[src/rtl/bpu_pkg.sv]
// Shared encodings for the branch predict unit: branch types, PC-select codes
// and the reset/saturation values of the 2-bit history counters.
package bpu_pkg;

    typedef enum logic [1:0] {
        J_NONE   = 2'b00,
        J_RSVD   = 2'b01,
        J_JUMP   = 2'b10,
        J_BRANCH = 2'b11
    } j_e;

    typedef enum logic [1:0] {
        PC_SEQ     = 2'b00,
        PC_BR      = 2'b01,
        PC_JMP     = 2'b10,
        PC_RECOVER = 2'b11
    } pc_src_e;

    localparam logic [1:0] STRONG_NT = 2'b00;
    localparam logic [1:0] WEAK_NT   = 2'b01;
    localparam logic [1:0] STRONG_T  = 2'b11;

endpackage

[src/rtl/branch_predict_unit_if.sv]
// Pipeline-facing bundle of the branch predict unit: IF lookup, EX resolution
// and the performance counters. The predictor is the slave side.
interface branch_predict_unit_if #(
    parameter int ADDR_W = 32,
    parameter int CNT_W  = 32
);
    logic              if_valid;
    logic [ADDR_W-1:0] if_pc;
    logic              pred_taken;
    logic [ADDR_W-1:0] pred_target;

    logic              ex_valid;
    logic [1:0]        ex_j;
    logic              ex_cond;
    logic [ADDR_W-1:0] ex_pc;
    logic [ADDR_W-1:0] ex_target;
    logic              ex_pred_taken;
    logic [ADDR_W-1:0] ex_pred_target;
    logic              flush;
    logic [1:0]        pc_src;

    logic [CNT_W-1:0]  branch_cnt;
    logic [CNT_W-1:0]  mispred_cnt;

    modport master (
        output if_valid, if_pc,
        output ex_valid, ex_j, ex_cond, ex_pc, ex_target, ex_pred_taken, ex_pred_target,
        input  pred_taken, pred_target, flush, pc_src, branch_cnt, mispred_cnt
    );

    modport slave (
        input  if_valid, if_pc,
        input  ex_valid, ex_j, ex_cond, ex_pc, ex_target, ex_pred_taken, ex_pred_target,
        output pred_taken, pred_target, flush, pc_src, branch_cnt, mispred_cnt
    );
endinterface

[src/rtl/sat_counter2.sv]
// One BHT entry: 2-bit saturating up/down counter, resets to weak-not-taken.
// set_i (jump install) wins over inc_i/dec_i.
module sat_counter2
    import bpu_pkg::*;
(
    input  logic       clk,
    input  logic       rst,
    input  logic       inc_i,
    input  logic       dec_i,
    input  logic       set_i,
    output logic [1:0] cnt_o
);
    logic [1:0] cnt_q;
    logic [1:0] cnt_d;

    always_comb begin
        cnt_d = cnt_q;
        if (set_i) begin
            cnt_d = STRONG_T;
        end else if (inc_i && (cnt_q != STRONG_T)) begin
            cnt_d = cnt_q + 2'b01;
        end else if (dec_i && (cnt_q != STRONG_NT)) begin
            cnt_d = cnt_q - 2'b01;
        end
    end

    always_ff @(posedge clk) begin
        if (rst) begin
            cnt_q <= WEAK_NT;
        end else begin
            cnt_q <= cnt_d;
        end
    end

    assign cnt_o = cnt_q;
endmodule

[src/rtl/branch_predict_unit.sv]
// IF-stage branch predictor (direct-mapped BHT + tagged BTB) with EX-stage
// misprediction resolution and saturating branch/mispredict counters.
module branch_predict_unit
    import bpu_pkg::*;
#(
    parameter int ADDR_W = 32,
    parameter int IDX_W  = 6,
    parameter int CNT_W  = 32
) (
    input  logic                 clk,
    input  logic                 rst,
    branch_predict_unit_if.slave bpu
);
    localparam int DEPTH = 1 << IDX_W;
    localparam int TAG_W = ADDR_W - IDX_W - 2;

    logic [IDX_W-1:0] if_idx;
    logic [IDX_W-1:0] ex_idx;
    logic [TAG_W-1:0] if_tag;
    logic [TAG_W-1:0] ex_tag;
    logic             unused_pc_lsbs;

    assign if_idx = bpu.if_pc[IDX_W+1:2];
    assign if_tag = bpu.if_pc[ADDR_W-1:IDX_W+2];
    assign ex_idx = bpu.ex_pc[IDX_W+1:2];
    assign ex_tag = bpu.ex_pc[ADDR_W-1:IDX_W+2];
    // Instructions are word aligned, so the byte offset never selects anything.
    assign unused_pc_lsbs = ^{bpu.if_pc[1:0], bpu.ex_pc[1:0]};

    j_e ex_j_e;
    assign ex_j_e = j_e'(bpu.ex_j);

    // Update strobes; an asserted rst swallows whatever EX presents this cycle.
    logic upd_en;
    logic bht_upd;
    logic jmp_upd;
    logic btb_we;

    assign upd_en  = bpu.ex_valid && !rst;
    assign bht_upd = upd_en && (ex_j_e == J_BRANCH);
    assign jmp_upd = upd_en && (ex_j_e == J_JUMP);
    assign btb_we  = jmp_upd || (bht_upd && bpu.ex_cond);

    logic [DEPTH-1:0] ex_sel;
    logic [1:0]       bht_cnt [DEPTH];

    assign ex_sel = DEPTH'(1) << ex_idx;

    genvar gi;
    generate
        for (gi = 0; gi < DEPTH; gi++) begin : g_bht
            sat_counter2 u_bht (
                .clk   (clk),
                .rst   (rst),
                .inc_i (bht_upd && ex_sel[gi] && bpu.ex_cond),
                .dec_i (bht_upd && ex_sel[gi] && !bpu.ex_cond),
                .set_i (jmp_upd && ex_sel[gi]),
                .cnt_o (bht_cnt[gi])
            );
        end
    endgenerate

    logic [DEPTH-1:0]  btb_valid_q;
    logic [DEPTH-1:0]  btb_valid_d;
    logic [TAG_W-1:0]  btb_tag_q    [DEPTH];
    logic [ADDR_W-1:0] btb_target_q [DEPTH];

    always_comb begin
        btb_valid_d = btb_valid_q;
        if (btb_we) begin
            btb_valid_d[ex_idx] = 1'b1;
        end
    end

    always_ff @(posedge clk) begin
        if (rst) begin
            btb_valid_q <= '0;
        end else begin
            btb_valid_q <= btb_valid_d;
        end
    end

    // Tag/target need no reset: an entry is ignored until its valid bit is set.
    always_ff @(posedge clk) begin
        if (btb_we) begin
            btb_tag_q[ex_idx]    <= ex_tag;
            btb_target_q[ex_idx] <= bpu.ex_target;
        end
    end

    // Lookup reads the registered tables, so a same-index update in EX shows up
    // one cycle later.
    logic btb_hit;
    logic pred_taken;

    assign btb_hit         = btb_valid_q[if_idx] && (btb_tag_q[if_idx] == if_tag);
    assign pred_taken      = !rst && bpu.if_valid && btb_hit && bht_cnt[if_idx][1];
    assign bpu.pred_taken  = pred_taken;
    assign bpu.pred_target = pred_taken ? btb_target_q[if_idx] : '0;

    logic    tgt_match;
    logic    res_flush;
    pc_src_e res_pc_src;

    assign tgt_match = bpu.ex_pred_taken && (bpu.ex_pred_target == bpu.ex_target);

    always_comb begin
        res_flush  = 1'b0;
        res_pc_src = PC_SEQ;
        if (!rst && bpu.ex_valid) begin
            case (ex_j_e)
                J_BRANCH: begin
                    if (bpu.ex_cond) begin
                        if (!tgt_match) begin
                            res_flush  = 1'b1;
                            res_pc_src = PC_BR;
                        end
                    end else if (bpu.ex_pred_taken) begin
                        res_flush  = 1'b1;
                        res_pc_src = PC_RECOVER;
                    end
                end
                J_JUMP: begin
                    if (!tgt_match) begin
                        res_flush  = 1'b1;
                        res_pc_src = PC_JMP;
                    end
                end
                default: begin
                    res_flush  = 1'b0;
                    res_pc_src = PC_SEQ;
                end
            endcase
        end
    end

    assign bpu.flush  = res_flush;
    assign bpu.pc_src = res_pc_src;

    logic [CNT_W-1:0] branch_cnt_q;
    logic [CNT_W-1:0] branch_cnt_d;
    logic [CNT_W-1:0] mispred_cnt_q;
    logic [CNT_W-1:0] mispred_cnt_d;

    always_comb begin
        branch_cnt_d  = branch_cnt_q;
        mispred_cnt_d = mispred_cnt_q;
        if (bht_upd && (branch_cnt_q != {CNT_W{1'b1}})) begin
            branch_cnt_d = branch_cnt_q + CNT_W'(1);
        end
        if (res_flush && (mispred_cnt_q != {CNT_W{1'b1}})) begin
            mispred_cnt_d = mispred_cnt_q + CNT_W'(1);
        end
    end

    always_ff @(posedge clk) begin
        if (rst) begin
            branch_cnt_q  <= '0;
            mispred_cnt_q <= '0;
        end else begin
            branch_cnt_q  <= branch_cnt_d;
            mispred_cnt_q <= mispred_cnt_d;
        end
    end

    assign bpu.branch_cnt  = branch_cnt_q;
    assign bpu.mispred_cnt = mispred_cnt_q;
endmodule

[src/flat_wrapper.sv]
// flat-port wrapper written by rule: the top's interface ports become plain ports
module branch_predict_unit_flat import bpu_pkg::*;
#(
    parameter int ADDR_W = 32,
    parameter int IDX_W  = 6,
    parameter int CNT_W  = 32
)
  (clk, rst, bpu_if_valid, bpu_if_pc, bpu_ex_valid, bpu_ex_j, bpu_ex_cond, bpu_ex_pc, bpu_ex_target, bpu_ex_pred_taken, bpu_ex_pred_target, bpu_pred_taken, bpu_pred_target, bpu_flush, bpu_pc_src, bpu_branch_cnt, bpu_mispred_cnt);
  branch_predict_unit_if #(.ADDR_W(ADDR_W), .CNT_W(CNT_W)) bpu_i ();
  input  logic clk;
  input  logic rst;
  input wire logic [$bits(bpu_i.if_valid)-1:0] bpu_if_valid;
  input wire logic [$bits(bpu_i.if_pc)-1:0] bpu_if_pc;
  input wire logic [$bits(bpu_i.ex_valid)-1:0] bpu_ex_valid;
  input wire logic [$bits(bpu_i.ex_j)-1:0] bpu_ex_j;
  input wire logic [$bits(bpu_i.ex_cond)-1:0] bpu_ex_cond;
  input wire logic [$bits(bpu_i.ex_pc)-1:0] bpu_ex_pc;
  input wire logic [$bits(bpu_i.ex_target)-1:0] bpu_ex_target;
  input wire logic [$bits(bpu_i.ex_pred_taken)-1:0] bpu_ex_pred_taken;
  input wire logic [$bits(bpu_i.ex_pred_target)-1:0] bpu_ex_pred_target;
  output wire logic [$bits(bpu_i.pred_taken)-1:0] bpu_pred_taken;
  output wire logic [$bits(bpu_i.pred_target)-1:0] bpu_pred_target;
  output wire logic [$bits(bpu_i.flush)-1:0] bpu_flush;
  output wire logic [$bits(bpu_i.pc_src)-1:0] bpu_pc_src;
  output wire logic [$bits(bpu_i.branch_cnt)-1:0] bpu_branch_cnt;
  output wire logic [$bits(bpu_i.mispred_cnt)-1:0] bpu_mispred_cnt;
  assign bpu_i.if_valid = bpu_if_valid;
  assign bpu_i.if_pc = bpu_if_pc;
  assign bpu_i.ex_valid = bpu_ex_valid;
  assign bpu_i.ex_j = bpu_ex_j;
  assign bpu_i.ex_cond = bpu_ex_cond;
  assign bpu_i.ex_pc = bpu_ex_pc;
  assign bpu_i.ex_target = bpu_ex_target;
  assign bpu_i.ex_pred_taken = bpu_ex_pred_taken;
  assign bpu_i.ex_pred_target = bpu_ex_pred_target;
  assign bpu_pred_taken = bpu_i.pred_taken;
  assign bpu_pred_target = bpu_i.pred_target;
  assign bpu_flush = bpu_i.flush;
  assign bpu_pc_src = bpu_i.pc_src;
  assign bpu_branch_cnt = bpu_i.branch_cnt;
  assign bpu_mispred_cnt = bpu_i.mispred_cnt;
  branch_predict_unit #(.ADDR_W(ADDR_W), .IDX_W(IDX_W), .CNT_W(CNT_W)) u_core (.clk(clk), .rst(rst), .bpu(bpu_i));
endmodule
[config.mk]
export PLATFORM = sky130hd
export DESIGN_NAME = branch_predict_unit_flat
export DESIGN_NICKNAME = d
export VERILOG_FILES = /design/src/rtl/bpu_pkg.sv /design/src/rtl/branch_predict_unit_if.sv /design/src/rtl/sat_counter2.sv /design/src/rtl/branch_predict_unit.sv /design/src/flat_wrapper.sv
export SDC_FILE = /design/constraint.sdc
export NUM_CORES = 2
export LEC_CHECK = 0
export ABC_AREA = 1
export CAP_MARGIN = 20
export CELL_PAD_IN_SITES_DETAIL_PLACEMENT = 1
export CELL_PAD_IN_SITES_GLOBAL_PLACEMENT = 2
export CORE_MARGIN = 5
export CORE_UTILIZATION = 39
export CTS_CLUSTER_DIAMETER = 30
export CTS_CLUSTER_SIZE = 10
export DETAILED_ROUTE_END_ITERATION = 8
export HOLD_SLACK_MARGIN = 0.1
export PLACE_DENSITY_LB_ADDON = 0.1
export SLEW_MARGIN = 30
export SYNTH_ARGS = -nofsm -noshare
export SYNTH_HDL_FRONTEND = slang
export SYNTH_SLANG_ARGS = --single-unit
[constraint.sdc]
create_clock -name clk -period 3.8 [get_ports clk]
set_input_delay 0.38 -clock clk [delete_from_list [all_inputs] [get_ports clk]]
set_output_delay 0.38 -clock clk [all_outputs]
set_load 0.005 [all_outputs]
==> flow_metrics.env <==
export IMPL_drv_slew=0
export IMPL_setup_viol=33
export IMPL_yosys_area_top_type_share_pct=68.3
export IMPL_initial_core_util_pct=39.1
export IMPL_grt_pass1_wl_um=910000
export IMPL_fin_crit_sh_pct=111
export IMPL_fmax_ghz=0.238
export IMPL_fin_nets=14898
export IMPL_relSlewSlack_pct=26.3
export IMPL_violations="negative setup slack"
export IMPL_muxShareOfSynthArea_pct=0
export IMPL_yosys_area_top_type="edfxtp_1"
export IMPL_syn_inst=13499
export IMPL_synth_top_family_by_area="simple AND/OR/NAND/NOR gates"
export IMPL_dpl_cell_area_sq_mm=0.175
export IMPL_setup_slack_ns=-0.408
export IMPL_fin_hold_ws_ns=0.147
export IMPL_synthDistinctLibCells=46
export IMPL_power_total_mw=128
export IMPL_cts_tree="yes"
export IMPL_syn_area_sq_mm=0.158
export IMPL_die_h_um=646
export IMPL_drtIter0Drc=12314
export IMPL_yosysSeqAreaShare_pct=71.6
export IMPL_clockBufferDepth=4
export IMPL_drc=0
export IMPL_fin_crit_ns=4.21
export IMPL_vias=120326
export IMPL_core_area_sq_mm=0.403
export IMPL_rsz0062_at_grt="true"
export IMPL_drive_above_1_share_pct=17.9
export IMPL_synth_xor_area_share_pct=0.406
export IMPL_antenna_found_initial=38
export IMPL_criticalPathCategory="reg2out"
export IMPL_cts_inserted_buffers=876
export IMPL_p_per_area_mw_per_mm2=623
export IMPL_ir_drop_uv=520
export IMPL_reg2reg_slack_ns=0.82
export IMPL_ant_nets=0
export IMPL_insertion_delay_ns=1.10
export IMPL_grt_max_degree=89
export IMPL_crit_fanout=6
export IMPL_synth_adder_area_share_pct=0.0159
export IMPL_ios=236
export IMPL_crit_path_start_kind="register"
export IMPL_grt_pass1_vias=125914
export IMPL_crit_required_ns=3.42
export IMPL_worstMarginPinSlew_ns=1.10
export IMPL_gp_congestion=0.822
export IMPL_synthFlopType="edfxtp_1"
export IMPL_status="finished, violations left"
export IMPL_root_buffer="clkbuf_16"
export IMPL_die_area_sq_mm=0.417
export IMPL_final_util_pct=51.0
export IMPL_finish_instance_area_sq_mm=0.205
export IMPL_drtPass1Iterations=6
export IMPL_cp_arrival_ns=3.83
export IMPL_area_growth_pct=30.4
export IMPL_hp_class="in2reg"
export IMPL_p_leak_nw=72.3
export IMPL_cts_sinks=3840
export IMPL_routed_wl_um=643000
export IMPL_synthArstFlopShare_pct=0
export IMPL_portBuffers=231
export IMPL_grt_overflow=0
export IMPL_finClkSkew_ns=0.0325
export IMPL_synth_area_leaders="edfxtp_1, nand2_1, nand3_1"
export IMPL_yosys_warnings=0
export IMPL_vias_per_cell=5.75
export IMPL_clk_pin_slew_ns=0.05
export IMPL_synthTopCellsByCount="edfxtp_1, nand2_1, nand3_1"
export IMPL_track_usage_pct=29.9
export IMPL_synth_edf_count=3584
export IMPL_yosysMostFrequentCell="edfxtp_1"
export IMPL_synth_nets=13637
export IMPL_wl_per_cell_um=30.7
export IMPL_n_fill_cell=40781
export IMPL_die_x_um=646
export IMPL_synth_compound_area_share_pct=7.07
export IMPL_ys_seq_elements=3840
export IMPL_hold_violations=0
export IMPL_syn_area_per_cell_sq_um=11.7
export IMPL_ctsHtreeMaxLevel=6
export IMPL_crit_path_end_kind="output port"
export IMPL_drv_cap=0
export IMPL_hpwlAfterDp_um=384000
export IMPL_rows=233
export IMPL_synth_simple_gate_area_share_pct=17.6
metrics by stage:
step / setup WS [ns] / cells / setup TNS, ns
after detailed placement: -0.905 / 19225 / -28.10
final: -0.408 / 20928 / -10.64
after CTS: -0.494 / 20919 / -12.84
after floorplan: -0.326 / 13499 / -1130.50
after global placement: -0.848 / 19216 / -27.01
after global routing: -0.556 / 20922 / -15.62
what timing repair did:
| action | CTS | global route |
|---|---|---|
| hold buffers | 47 | 0 |
| endpoints found under the hold margin | 2590 | 0 |
| cloned | 4 | 0 |
| gates resized for setup | 254 | 57 |
| endpoints found under the setup margin | 33 | 33 |
| pin swaps | 27 | 24 |
| buffers inserted | 11 | 3 |
cells in the final DEF, fill, tap and decap left out, types with 118 or more instances in the layout:
cell type,count
a21oi_1,509
buf_4,649
clkinv_2,134
clkdlybuf4s50_1,134
nand3_1,1928
o221ai_1,290
dfxtp_1,215
o21ai_0,734
clkinv_1,126
inv_1,247
nand2_1,2998
nor3_1,136
clkbuf_16,886
edfxtp_1,3584
clkbuf_1,118
nor2_1,1170
buf_12,349
cells by family (layout without fill, tap and decap cells):
family	count (synthesis)	after routing
AND/OR/NAND/NOR	6563	6563
flip-flops	3840	3840
AO/OA/AOI/OAI	1866	1866
buffers and inverters	1155	3172
XOR/XNOR	73	73
adder cells (fa/ha/maj)	2	2
other	0	7
layer usage:
| metal | wire (um) | part of all wire (%) | track usage [%] | up-vias |
|---|---|---|---|---|
| li1 | - | - | - | 51687 |
| met2 | 305000 | 47 | 49.2 | 4813 |
| met5 | 41 | 0.0064 | 0 | - |
| met3 | 43800 | 6.8 | 4.74 | 1138 |
| met4 | 24800 | 3.9 | 11.1 | 6 |
| met1 | 269000 | 42 | 40.2 | 62682 |
critical path, stage by stage, from the launching register on:
cell	delay (ns)
edfxtp_1	0.33
nand2_1	0.06
nand3_1	0.10
nand3_1	0.09
nand3_1	0.13
nand3_1	0.20
nand3_2	0.17
nand2_1	0.07
a21oi_1	0.15
buf_4	0.14
nand2_1	0.05
nor2_2	0.17
nand2_1	0.14
nor2_4	0.17
nand2_8	0.12
buf_12	0.17
buf_12	0.14
buf_6	0.12
nor2_1	0.09
buf_2	0.12
state kept, by name, summed over array words and instances (netlist names):
register,count
u_core.btb_valid_q,64
u_core.bpu.mispred_cnt,32
u_core.g_bht.u_bht.cnt_o,128
u_core.btb_tag_q,1536
u_core.btb_target_q,2048
u_core.bpu.branch_cnt,32
final cells by class:
cell class / count / area [sq um] / area share [%]
antenna: 7 / 17.5 / 0.00853
tap: 5405 / 6760 / 3.29
clock inverter: 609 / 6820 / 3.32
clock buffer: 1025 / 22900 / 11.1
multi-input combinational: 8504 / 40500 / 19.7
timing repair buffer: 1278 / 14600 / 7.11
sequential: 3840 / 113000 / 54.9
inverter: 260 / 1030 / 0.502
path summary, 6_finish.rpt:
kind                                               start                                endpoint  cells after the start
setup / recovery      u_core.btb_tag_q[15][16]$_DFFE_PP_                      bpu_pred_target[0]                     19
hold / removal                          bpu_ex_target[6]     u_core.btb_target_q[0][6]$_DFFE_PP_                      2
hold reg to reg      u_core.btb_valid_q[25]$_SDFFE_PP0N_     u_core.btb_valid_q[25]$_SDFFE_PP0N_                      2
setup reg to reg  u_core.bpu.mispred_cnt[1]$_SDFFE_PP0P_  u_core.bpu.mispred_cnt[3]$_SDFFE_PP0P_                     11
power by group:
part	switching, mW	internal (mW)
registers	0.0235	46.4
logic	4.39	1.90
clock network	24.8	50.4
Power figures use the tool's default switching activity.
